$ cat config.mk
export PLATFORM = sky130hd
export DESIGN_NAME = router_pkt_fifo_flat
export DESIGN_NICKNAME = d
export VERILOG_FILES = /design/src/rtl/router_pkt_fifo_pkg.sv /design/src/rtl/router_pkt_fifo_if.sv /design/src/rtl/router_pkt_fifo_mem.sv /design/src/rtl/router_pkt_fifo.sv /design/src/flat_wrapper.sv
export SDC_FILE = /design/constraint.sdc
export NUM_CORES = 1
export LEC_CHECK = 0
export CAP_MARGIN = 15
export CORE_MARGIN = 5
export CORE_UTILIZATION = 27
export DETAILED_ROUTE_END_ITERATION = 10
export SKIP_LAST_GASP = 1
export SLEW_MARGIN = 0
export SYNTH_ARGS = -nofsm -noshare
export SYNTH_HDL_FRONTEND = slang
export SYNTH_HIERARCHICAL = 1
export SYNTH_SLANG_ARGS = --single-unit
$ cat constraint.sdc
create_clock -name clock -period 5.5 [get_ports clock]
set_input_delay 1.375 -clock clock [delete_from_list [all_inputs] [get_ports clock]]
set_output_delay 1.375 -clock clock [all_outputs]
set_load 0.05 [all_outputs]
$ cat src/rtl/router_pkt_fifo_pkg.sv
// Shared defaults and header-field helpers for the router packet FIFO.
// Header word layout: length in the upper bits, destination address in the low LEN_LSB bits.
package router_pkt_fifo_pkg;

    localparam int unsigned DEF_DATA_W    = 8;
    localparam int unsigned DEF_DEPTH     = 16;
    localparam int unsigned DEF_LEN_LSB   = 2;
    localparam int unsigned DEF_AF_MARGIN = 2;

    function automatic int unsigned addr_w(int unsigned depth);
        return $clog2(depth);
    endfunction

    // Callers zero-extend the header word to 32 bits; DATA_W must stay below 32.
    function automatic logic [31:0] hdr_len(logic [31:0] hdr, int unsigned data_w,
                                            int unsigned len_lsb);
        logic [31:0] mask;
        mask = (32'd1 << data_w) - 32'd1;
        return (hdr & mask) >> len_lsb;
    endfunction

    function automatic logic [31:0] hdr_addr(logic [31:0] hdr, int unsigned len_lsb);
        return hdr & ((32'd1 << len_lsb) - 32'd1);
    endfunction

endpackage

$ cat src/rtl/router_pkt_fifo_if.sv
// Write/read handshake and status bundle of one router output FIFO.
interface router_pkt_fifo_if
    import router_pkt_fifo_pkg::*;
#(
    parameter int unsigned DATA_W = DEF_DATA_W,
    parameter int unsigned DEPTH  = DEF_DEPTH
);
    localparam int unsigned FILL_W = $clog2(DEPTH) + 1;

    logic              write_en;
    logic              lfd_state;
    logic [DATA_W-1:0] data_in;
    logic              read_en;
    logic [DATA_W-1:0] data_out;
    logic              out_valid;
    logic              hdr_out;
    logic              pkt_done;
    logic              empty;
    logic              full;
    logic              almost_full;
    logic [FILL_W-1:0] fill_level;
    logic              ovf_err;
    logic              udf_err;

    modport master (
        output write_en, lfd_state, data_in, read_en,
        input  data_out, out_valid, hdr_out, pkt_done, empty, full, almost_full, fill_level,
               ovf_err, udf_err
    );

    modport slave (
        input  write_en, lfd_state, data_in, read_en,
        output data_out, out_valid, hdr_out, pkt_done, empty, full, almost_full, fill_level,
               ovf_err, udf_err
    );

endinterface

$ cat src/rtl/router_pkt_fifo_mem.sv
// Storage array for the packet FIFO: one write port, one read port, no reset.
// The read is registered by the output stage of the top level.
module router_pkt_fifo_mem #(
    parameter int unsigned WIDTH  = 9,
    parameter int unsigned DEPTH  = 16,
    parameter int unsigned ADDR_W = $clog2(DEPTH)
) (
    input  logic              clock,
    input  logic              wr_en,
    input  logic [ADDR_W-1:0] wr_addr,
    input  logic [WIDTH-1:0]  wr_data,
    input  logic [ADDR_W-1:0] rd_addr,
    output logic [WIDTH-1:0]  rd_data
);

    logic [WIDTH-1:0] mem [DEPTH];

    always_ff @(posedge clock) begin
        if (wr_en) begin
            mem[wr_addr] <= wr_data;
        end
    end

    assign rd_data = mem[rd_addr];

endmodule

$ cat src/rtl/router_pkt_fifo.sv
// Per-destination packet FIFO with read-side packet-length tracking, fill level and
// overflow/underflow pulses. Output word is driven to zero whenever no packet is in flight.
module router_pkt_fifo
    import router_pkt_fifo_pkg::*;
#(
    parameter int unsigned DATA_W    = DEF_DATA_W,
    parameter int unsigned DEPTH     = DEF_DEPTH,
    parameter int unsigned LEN_LSB   = DEF_LEN_LSB,
    parameter int unsigned AF_MARGIN = DEF_AF_MARGIN
) (
    input  logic           clock,
    input  logic           resetn,
    input  logic           soft_reset,
    router_pkt_fifo_if.slave bus
);

    localparam int unsigned ADDR_W = addr_w(DEPTH);
    localparam int unsigned PTR_W  = ADDR_W + 1;
    localparam int unsigned CNT_W  = DATA_W - LEN_LSB + 1;

    logic [PTR_W-1:0]  wptr_q, wptr_d, rptr_q, rptr_d;
    logic [CNT_W-1:0]  pkt_cnt_q, pkt_cnt_d;
    logic [DATA_W-1:0] data_out_q, data_out_d;
    logic              hdr_out_q, hdr_out_d;
    logic              out_valid_q, out_valid_d;
    logic              pkt_done_q, pkt_done_d;
    logic              ovf_q, ovf_d, udf_q, udf_d;

    logic              empty, full, do_write, do_read;
    logic [PTR_W-1:0]  fill;
    logic [DATA_W:0]   rd_word;
    logic [CNT_W-1:0]  rd_len;

    assign empty    = (wptr_q == rptr_q);
    assign full     = (wptr_q[ADDR_W-1:0] == rptr_q[ADDR_W-1:0]) &&
                      (wptr_q[ADDR_W] != rptr_q[ADDR_W]);
    assign fill     = wptr_q - rptr_q;
    assign do_write = bus.write_en & ~full & ~soft_reset;
    assign do_read  = bus.read_en & ~empty & ~soft_reset;
    assign rd_len   = CNT_W'(hdr_len(32'(rd_word[DATA_W-1:0]), DATA_W, LEN_LSB));

    router_pkt_fifo_mem #(
        .WIDTH  (DATA_W + 1),
        .DEPTH  (DEPTH),
        .ADDR_W (ADDR_W)
    ) u_mem (
        .clock   (clock),
        .wr_en   (do_write),
        .wr_addr (wptr_q[ADDR_W-1:0]),
        .wr_data ({bus.lfd_state, bus.data_in}),
        .rd_addr (rptr_q[ADDR_W-1:0]),
        .rd_data (rd_word)
    );

    always_comb begin
        wptr_d      = wptr_q;
        rptr_d      = rptr_q;
        pkt_cnt_d   = pkt_cnt_q;
        data_out_d  = data_out_q;
        hdr_out_d   = hdr_out_q;
        out_valid_d = 1'b0;
        pkt_done_d  = 1'b0;
        ovf_d       = 1'b0;
        udf_d       = 1'b0;
        if (soft_reset) begin
            wptr_d     = '0;
            rptr_d     = '0;
            pkt_cnt_d  = '0;
            data_out_d = '0;
            hdr_out_d  = 1'b0;
        end else begin
            ovf_d = bus.write_en & full;
            udf_d = bus.read_en & empty;
            if (do_write) begin
                wptr_d = wptr_q + PTR_W'(1);
            end
            if (do_read) begin
                rptr_d      = rptr_q + PTR_W'(1);
                data_out_d  = rd_word[DATA_W-1:0];
                hdr_out_d   = rd_word[DATA_W];
                out_valid_d = 1'b1;
                // A header always reloads, even if the previous packet was cut short.
                if (rd_word[DATA_W]) begin
                    pkt_cnt_d = rd_len + CNT_W'(1);
                end else if (pkt_cnt_q != '0) begin
                    pkt_cnt_d  = pkt_cnt_q - CNT_W'(1);
                    pkt_done_d = (pkt_cnt_q == CNT_W'(1));
                end
            end else if (udf_d || (pkt_cnt_q == '0)) begin
                data_out_d = '0;
                hdr_out_d  = 1'b0;
            end
        end
    end

    always_ff @(posedge clock or negedge resetn) begin
        if (!resetn) begin
            wptr_q      <= '0;
            rptr_q      <= '0;
            pkt_cnt_q   <= '0;
            data_out_q  <= '0;
            hdr_out_q   <= 1'b0;
            out_valid_q <= 1'b0;
            pkt_done_q  <= 1'b0;
            ovf_q       <= 1'b0;
            udf_q       <= 1'b0;
        end else begin
            wptr_q      <= wptr_d;
            rptr_q      <= rptr_d;
            pkt_cnt_q   <= pkt_cnt_d;
            data_out_q  <= data_out_d;
            hdr_out_q   <= hdr_out_d;
            out_valid_q <= out_valid_d;
            pkt_done_q  <= pkt_done_d;
            ovf_q       <= ovf_d;
            udf_q       <= udf_d;
        end
    end

    assign bus.data_out    = data_out_q;
    assign bus.hdr_out     = hdr_out_q;
    assign bus.out_valid   = out_valid_q;
    assign bus.pkt_done    = pkt_done_q;
    assign bus.ovf_err     = ovf_q;
    assign bus.udf_err     = udf_q;
    assign bus.empty       = empty;
    assign bus.full        = full;
    assign bus.fill_level  = fill;
    assign bus.almost_full = ((PTR_W'(DEPTH) - fill) <= PTR_W'(AF_MARGIN));

endmodule

$ cat src/flat_wrapper.sv
// flat-port wrapper written by rule: the top's interface ports become plain ports
module router_pkt_fifo_flat import router_pkt_fifo_pkg::*;
#(
    parameter int unsigned DATA_W    = DEF_DATA_W,
    parameter int unsigned DEPTH     = DEF_DEPTH,
    parameter int unsigned LEN_LSB   = DEF_LEN_LSB,
    parameter int unsigned AF_MARGIN = DEF_AF_MARGIN
)
  (clock, resetn, soft_reset, bus_write_en, bus_lfd_state, bus_data_in, bus_read_en, bus_data_out, bus_out_valid, bus_hdr_out, bus_pkt_done, bus_empty, bus_full, bus_almost_full, bus_fill_level, bus_ovf_err, bus_udf_err);
  router_pkt_fifo_if #(.DATA_W(DATA_W), .DEPTH(DEPTH)) bus_i ();
  input  logic clock;
  input  logic resetn;
  input  logic soft_reset;
  input wire logic [$bits(bus_i.write_en)-1:0] bus_write_en;
  input wire logic [$bits(bus_i.lfd_state)-1:0] bus_lfd_state;
  input wire logic [$bits(bus_i.data_in)-1:0] bus_data_in;
  input wire logic [$bits(bus_i.read_en)-1:0] bus_read_en;
  output wire logic [$bits(bus_i.data_out)-1:0] bus_data_out;
  output wire logic [$bits(bus_i.out_valid)-1:0] bus_out_valid;
  output wire logic [$bits(bus_i.hdr_out)-1:0] bus_hdr_out;
  output wire logic [$bits(bus_i.pkt_done)-1:0] bus_pkt_done;
  output wire logic [$bits(bus_i.empty)-1:0] bus_empty;
  output wire logic [$bits(bus_i.full)-1:0] bus_full;
  output wire logic [$bits(bus_i.almost_full)-1:0] bus_almost_full;
  output wire logic [$bits(bus_i.fill_level)-1:0] bus_fill_level;
  output wire logic [$bits(bus_i.ovf_err)-1:0] bus_ovf_err;
  output wire logic [$bits(bus_i.udf_err)-1:0] bus_udf_err;
  assign bus_i.write_en = bus_write_en;
  assign bus_i.lfd_state = bus_lfd_state;
  assign bus_i.data_in = bus_data_in;
  assign bus_i.read_en = bus_read_en;
  assign bus_data_out = bus_i.data_out;
  assign bus_out_valid = bus_i.out_valid;
  assign bus_hdr_out = bus_i.hdr_out;
  assign bus_pkt_done = bus_i.pkt_done;
  assign bus_empty = bus_i.empty;
  assign bus_full = bus_i.full;
  assign bus_almost_full = bus_i.almost_full;
  assign bus_fill_level = bus_i.fill_level;
  assign bus_ovf_err = bus_i.ovf_err;
  assign bus_udf_err = bus_i.udf_err;
  router_pkt_fifo #(.DATA_W(DATA_W), .DEPTH(DEPTH), .LEN_LSB(LEN_LSB), .AF_MARGIN(AF_MARGIN)) u_core (.clock(clock), .resetn(resetn), .soft_reset(soft_reset), .bus(bus_i));
endmodule
==> run summary, run 1 <==
Post-CTS Resized -> 0
mapped cell area -> 0.00744 mm^2
first-pass GRT wire length -> 24200 um
DRT Wirelength -> 15200 um
Critical path destination -> bus_almost_full
Post-DRT Antenna Nets -> 0
status -> finished, final reports clean
final net count -> 502
CTS tree -> done
max_cap viols -> 0
# IOs -> 35
Peak VDD IR -> 0.000215 V
hold depth -> 1
dominant cell type by area after synthesis -> edfxtp_1
# setup viols final -> 0
Vias/cell -> 4.87
Slew headroom -> 29.5%
Area Overhead vs Synth -> 16.8%
Post-synth top flop -> edfxtp_1
Initial DRC Count -> 369
Crit. End Element -> output port
YS warnings -> 6
R2R cell count -> 8
r2r setup slk -> 2.12 ns
Clock Power Share -> 33.4%
root buf cell -> clkbuf_16
Synth cell types -> 56
Logic pwr share -> 21.7%
Die Wd -> 176 um
sw frac -> 29.6%
Ant. Diodes -> 0
tightest hold margin -> 0.510 ns
WP data arrival -> 3.12 ns
RSZ-0062 raised after global routing -> no
xor and xnor area share after synthesis -> 1.85%
FF-to-FF End -> u_core/pkt_cnt_q[3]$_DFFE_PN0P_
path type of the worst setup path -> reg2out
Crit-path slowest cell -> fa_1
CORE AREA -> 0.0270 mm^2
Worst path depth -> 9
share of cells above drive strength 1 -> 14.1%
post-detail-place hpwl -> 10300 um
total global-route track usage -> 10.0%
CP Max Fanout -> 10
cell mode on critical path -> ha_1
CTS Buf Count -> 17
worst-margin pin slew -> 1.05 ns
vias in the first global route -> 4159
adder-cell share of the synthesized area -> 2.29%
post-synthesis sequential area ratio -> 68.2%
fin. max-slew vios -> 0
PortBufs -> 34
compound-cell area share of the yosys netlist -> 6.46%
worst path required time -> 4.12 ns
setup TNS -> 0 ns
RR Startpoint -> u_core/rptr_q[0]$_DFFE_PN0P_
Tcrit/Tclk final -> 81.8%
clk_skew -> 0.00992 ns
main combinational cell family by area after synthesis -> multiplexers
Syn Nets -> 457
Tmin final -> 4.50 ns
static leakage -> 2.88 nW
filler cell count in the final layout -> 2609
Mean Syn Cell Area -> 17.3 um^2
Initial Util -> 27.5%
postcts setup bufs -> 0
Sequential Power Share -> 44.9%
# DRC -> 0
CTS clk-pin slew, worst paths -> 0.07 ns
Rows -> 60
delay-heaviest family, CP -> adder cells
Psw -> 0.000985 W
Vias -> 4037
simple-gate share of the synthesized area -> 6.72%
cell count after synthesis -> 430
most frequent cells after synthesis -> edfxtp_1, dfrtp_1, nor2_1
Hold Buf Count CTS -> 0
Fmax -> 222 MHz
Cell Pwr Density -> 384 mW/mm^2
cell with the most instances after synthesis -> edfxtp_1
Pwr Total -> 0.00333 W
# H-tree levels -> 4
Seq cells post-synth -> 174
clk sinks -> 174
insertion delay to the later sink of the worst-skew pair -> 0.42 ns
GPL Wtd Cong -> 0.817
Die ar. -> 0.0310 mm^2
synth top area cells -> edfxtp_1, dfrtp_1, mux4_2
Post-synth EDFFs -> 144
Slowest Stage Delay on Critical Path -> 0.57 ns
Die Ht -> 176 um
worst path cell trace -> inv_1, ha_1, fa_1, ha_1, nand2b_1, nand3_1, a2111o_1, mux2i_1, buf_4
post-synth top area share -> 58.1%
share of flip-flops with an asynchronous set or reset -> 17.2%
Critical Path Start Type -> flip-flop
largest net degree at the start of global routing -> 40
Overflow after GRT -> 0
First-pass DRT Iterations -> 4
Final Hold Viols -> 0
Worst Setup SP -> u_core/wptr_q[0]$_DFFE_PN0P_
cell internal pwr -> 0.00235 W
Hold Path Class -> reg2reg
maximum clock insertion buffer count -> 2
initial antenna violation count -> 0
mux contribution to synthesized area -> 12.2%
Worst Path Buf+Inv -> 2
WL/cell -> 18.4 um
power groups by stage:
| stage | combinational [W] | sequential, W | clock [W] |
|---|---|---|---|
| floorplan | 0.000513 | 0.00155 | 0 |
| global placement | 0.000717 | 0.00152 | 0 |
| detailed placement | 0.000730 | 0.00152 | 0 |
| CTS | 0.000734 | 0.00149 | 0.00114 |
| global route | 0.000785 | 0.00150 | 0.00120 |
| finish | 0.000724 | 0.00150 | 0.00111 |
cell families after synthesis:
logic type | after synthesis
buf+inv | 27
fa+ha+maj | 13
xor+xnor | 14
compound gates | 65
mux | 40
simple gates | 97
flops | 174
cell type report:
class	count	area, um^2	area share [%]
well taps	341	427	4.91
flip-flops and latches	174	5080	58.4
inverters	11	41.3	0.475
clock inverters	15	126	1.45
clock buffers	17	425	4.90
multi-input cells	229	2200	25.3
repair buffers	42	398	4.58
flip-flops by register name, summed over array words and instances, names as in the netlist:
name and cells:
u_core/u_mem/mem 144, u_core/bus.pkt_done 1, u_core/pkt_cnt_q 7, u_core/wptr_q 5
u_core/rptr_q 5, u_core/bus.out_valid 1, u_core/bus.data_out 8, u_core/bus.ovf_err 1
u_core/bus.udf_err 1, u_core/bus.hdr_out 1
cells in the final DEF, fill, tap and decap left out, types with 3 or more instances in the layout:
cell type / synthesis / layout
inv_1: 11 / 11
xor2_1: 3 / 3
o211ai_1: 3 / 3
buf_4: 2 / 9
clkbuf_16: 0 / 17
a22o_1: 9 / 9
nor2_1: 28 / 28
or3_1: 3 / 3
nand2b_1: 5 / 5
mux4_2: 21 / 21
and2_1: 4 / 4
o2bb2ai_1: 3 / 3
inv_6: 0 / 4
mux2i_1: 4 / 4
or4_1: 4 / 4
dfrtp_1: 30 / 29
a21oi_1: 10 / 10
nand3b_1: 3 / 3
o31ai_1: 4 / 4
nand2_1: 19 / 19
nor3_1: 7 / 7
a22oi_1: 18 / 18
o21ai_0: 6 / 6
clkdlybuf4s50_1: 0 / 33
nand3_1: 10 / 10
ha_1: 12 / 12
edfxtp_1: 144 / 144
xnor2_1: 9 / 9
mux4_1: 15 / 15
inv_8: 0 / 3
worst reg2reg max path, delay by kind of cell, from the launching register on:
| kind | cells | cell delay, ns |
|---|---|---|
| buffers and inverters | 1 | 0.57 |
| DFF | 1 | 0.35 |
| and+or+nand+nor | 3 | 0.90 |
| muxes | 1 | 0.67 |
| AOI/OAI and AO/OA | 3 | 0.81 |
worst min path at each step:
stage,from,end,slack (ns)
after floorplan,u_core/pkt_cnt_q[0]$_DFFE_PN0P_,u_core/pkt_cnt_q[0]$_DFFE_PN0P_,0.50
after global placement,u_core/bus.data_out[3]$_DFFE_PN0P_,u_core/bus.data_out[3]$_DFFE_PN0P_,0.48
after detailed placement,u_core/bus.data_out[7]$_DFFE_PN0P_,u_core/bus.data_out[7]$_DFFE_PN0P_,0.50
after CTS,u_core/bus.data_out[7]$_DFFE_PN0P_,u_core/bus.data_out[7]$_DFFE_PN0P_,0.51
after global routing,u_core/bus.data_out[7]$_DFFE_PN0P_,u_core/bus.data_out[7]$_DFFE_PN0P_,0.53
final,u_core/bus.data_out[2]$_DFFE_PN0P_,u_core/bus.data_out[2]$_DFFE_PN0P_,0.51
metrics by stage:
step	utilization (%)	instances	setup WS [ns]	area, um^2
global placement	30.1	797	1.52	8140
floorplan	-	430	0.901	7440
global route	32.2	829	0.883	8690
finish	32.2	829	1.00	8690
detailed placement	30.1	797	1.46	8140
CTS	32.2	829	0.981	8690
metal layers:
| metal | global-route usage [%] | up-vias | wire length [um] |
|---|---|---|---|
| met5 | 0 | - | 0 |
| met4 | 2.73 | 0 | 141 |
| met3 | 2.23 | 14 | 667 |
| met2 | 16.9 | 91 | 7690 |
| met1 | 13.2 | 2103 | 6750 |
| li1 | - | 1829 | - |
(Power assumes the default switching activity.)
==> inputs of run 2 (changes only) <==
==> constraint.sdc (replaced) <==
create_clock -name clock -period 4.4 [get_ports clock]
set_input_delay 1.1 -clock clock [delete_from_list [all_inputs] [get_ports clock]]
set_output_delay 1.1 -clock clock [all_outputs]
set_load 0.05 [all_outputs]
==> run summary, run 2 (synthesized netlist as in run 1, its figures left out) <==
RSZ-0062 raised after global routing -> no
commonest non-fill, non-tap cell in the layout -> edfxtp_1
Hold Buf Count CTS -> 0 (unchanged)
setup TNS -> 0 ns (unchanged)
Pwr Total -> 0.00445 W (+34%)
# H-tree levels -> 4 (unchanged)
Vias -> 4002 (-0.87%)
Hold Path Class -> reg2reg
CORE AREA -> 0.0270 mm^2 (unchanged)
total global-route track usage -> 10.1% (+0.10 points)
Peak VDD IR -> 0.000284 V (+32%)
worst-margin pin slew -> 1.05 ns (+0.0000287 ns)
Psw -> 0.00118 W (+19%)
post-detail-place hpwl -> 10300 um (+0.52%)
Die Ht -> 176 um (unchanged)
PortBufs -> 34 (unchanged)
status -> finished, final reports clean
WL/cell -> 18.1 um (-1.8%)
Final Hold Viols -> 0 (unchanged)
Clock Power Share -> 37.4% (+4.0 points)
worst path required time -> 3.30 ns (-0.82 ns)
Post-DRT Antenna Nets -> 0 (unchanged)
post-place setup slack -> 0.622 ns (-0.833 ns)
Initial DRC Count -> 389 (+5.4%)
Area Overhead vs Synth -> 19.2%
CTS tree -> done
CP Max Fanout -> 10 (unchanged)
Initial Util -> 27.5% (unchanged)
fin. max-slew vios -> 0 (unchanged)
clk_skew -> 0.0112 ns (+0.00130 ns)
Logic pwr share -> 20.6% (-1.1 points)
CTS Buf Count -> 17 (unchanged)
WP data arrival -> 3.10 ns (-0.02 ns)
max reg flops -> 144 (unchanged)
maximum clock insertion buffer count -> 2 (unchanged)
postcts setup bufs -> 0 (unchanged)
Vias/cell -> 4.79 (-1.7%)
Sequential Power Share -> 42.0% (-2.9 points)
Ant. Diodes -> 0 (unchanged)
Post-Layout Cell Count -> 836 (+0.84%)
static leakage -> 2.99 nW (+3.7%)
largest net degree at the start of global routing -> 40 (unchanged)
Die ar. -> 0.0310 mm^2 (unchanged)
cell internal pwr -> 0.00328 W (+40%)
final net count -> 509 (+1.4%)
sw frac -> 26.4% (-3.1 points)
Rows -> 60 (unchanged)
clk sinks -> 174 (unchanged)
post-layout worst setup margin -> 0.201 ns (-0.802 ns)
Critical Path Start Type -> flip-flop
DRT Wirelength -> 15100 um (-0.97%)
most frequent cells in the layout -> edfxtp_1, clkdlybuf4s50_1, dfrtp_1
# DRC -> 0 (unchanged)
share of cells above drive strength 1 -> 16.0% (+1.8 points)
Largest Register -> u_core/u_mem/mem
Slew headroom -> 29.8% (+0.26 points)
root buf cell -> clkbuf_16
path type of the worst setup path -> reg2out
CTS clk-pin slew, worst paths -> 0.06 ns (about the same)
vias in the first global route -> 4222 (+1.5%)
Fmax -> 238 MHz
Tcrit/Tclk final -> 95.4%
max_cap viols -> 0 (unchanged)
insertion delay to the later sink of the worst-skew pair -> 0.42 ns (about the same)
Overflow after GRT -> 0 (unchanged)
Tmin final -> 4.20 ns
Cell Pwr Density -> 502 mW/mm^2 (+31%)
Post-CTS Resized -> 0 (unchanged)
GPL Wtd Cong -> 0.735 (-10%)
r2r setup slk -> 0.99 ns (-1.13 ns)
# setup viols final -> 0 (unchanged)
initial antenna violation count -> 0 (unchanged)
First-pass DRT Iterations -> 4 (unchanged)
# IOs -> 35 (unchanged)
RR Startpoint -> u_core/rptr_q[0]$_DFFE_PN0P_
Worst Setup SP -> u_core/wptr_q[0]$_DFFE_PN0P_
DP Cell Count -> 804 (+0.88%)
first-pass GRT wire length -> 24300 um (+0.60%)
Die Wd -> 176 um (unchanged)
Crit. End Element -> output port
HP Start -> u_core/bus.data_out[3]$_DFFE_PN0P_
## run 2: cell types whose count changed in the layout (fill, tap and decap cells not counted), moves of 2 or more
cell / change
bufinv_16: +6
buf_12: +2
inv_8: -3
clkdlybuf4s50_1: -4
buf_4: +9
clkbuf_1: +2
clkinvlp_4: -2
## run 2: area by class of cell
| cell class | instances | area (um^2) |
|---|---|---|
| fillers | 2574 | 18200 |
| well taps | 341 | 427 |
| flip-flops and latches | 174 | 5080 |
| inverters | 11 | 41.3 |
| multi-input cells | 229 | 2200 |
| clock inverters | 13 | 233 |
| clock buffers | 19 | 433 |
| repair buffers | 49 | 465 |
## run 2: power groups by stage
| stage | clock (W) | combinational [W] | sequential, W |
|---|---|---|---|
| after detailed placement | 0 | 0.000927 | 0.00190 |
| after global placement | 0 | 0.000907 | 0.00190 |
| final | 0.00167 | 0.000918 | 0.00187 |
| after CTS | 0.00170 | 0.000933 | 0.00187 |
| after global routing | 0.00178 | 0.000998 | 0.00187 |
| after floorplan | 0 | 0.000641 | 0.00194 |
## run 2: path summary, 6_finish.rpt
kind,end,cells past startpoint
setup reg to reg,u_core/pkt_cnt_q[4]$_DFFE_PN0P_,8
hold reg to reg,u_core/bus.data_out[3]$_DFFE_PN0P_,1
min in group asynchronous,u_core/bus.data_out[7]$_DFFE_PN0P_,2
setup / recovery,bus_almost_full,9
hold / removal,u_core/bus.data_out[3]$_DFFE_PN0P_,1
max in group asynchronous,u_core/rptr_q[0]$_DFFE_PN0P_,2
## run 2: critical path, cell delays in order (launching register included)
cell and delay, ns:
dfrtp_1 0.52, inv_1 0.13, ha_1 0.24, fa_1 0.57, ha_1 0.25, nand2b_1 0.09
nand3_1 0.08, a2111o_1 0.38, mux2i_1 0.25, buf_12 0.18
## run 2: stage by stage
step / util [%] / area, um^2 / hold slack [ns]
finish: 32.8 / 8870 / 0.507
global placement: 30.4 / 8210 / 0.493
floorplan: - / 7440 / 0.499
detailed placement: 30.4 / 8210 / 0.492
global route: 32.8 / 8870 / 0.528
CTS: 32.8 / 8870 / 0.507
## run 2: routing by layer
layer	global-route usage, %	share of wire (%)	up-vias
met2	17.3	52	87
met1	12.9	43	2070
li1	-	-	1833
met3	2.78	4.2	12
met5	0	0	-
met4	2.57	0.80	0
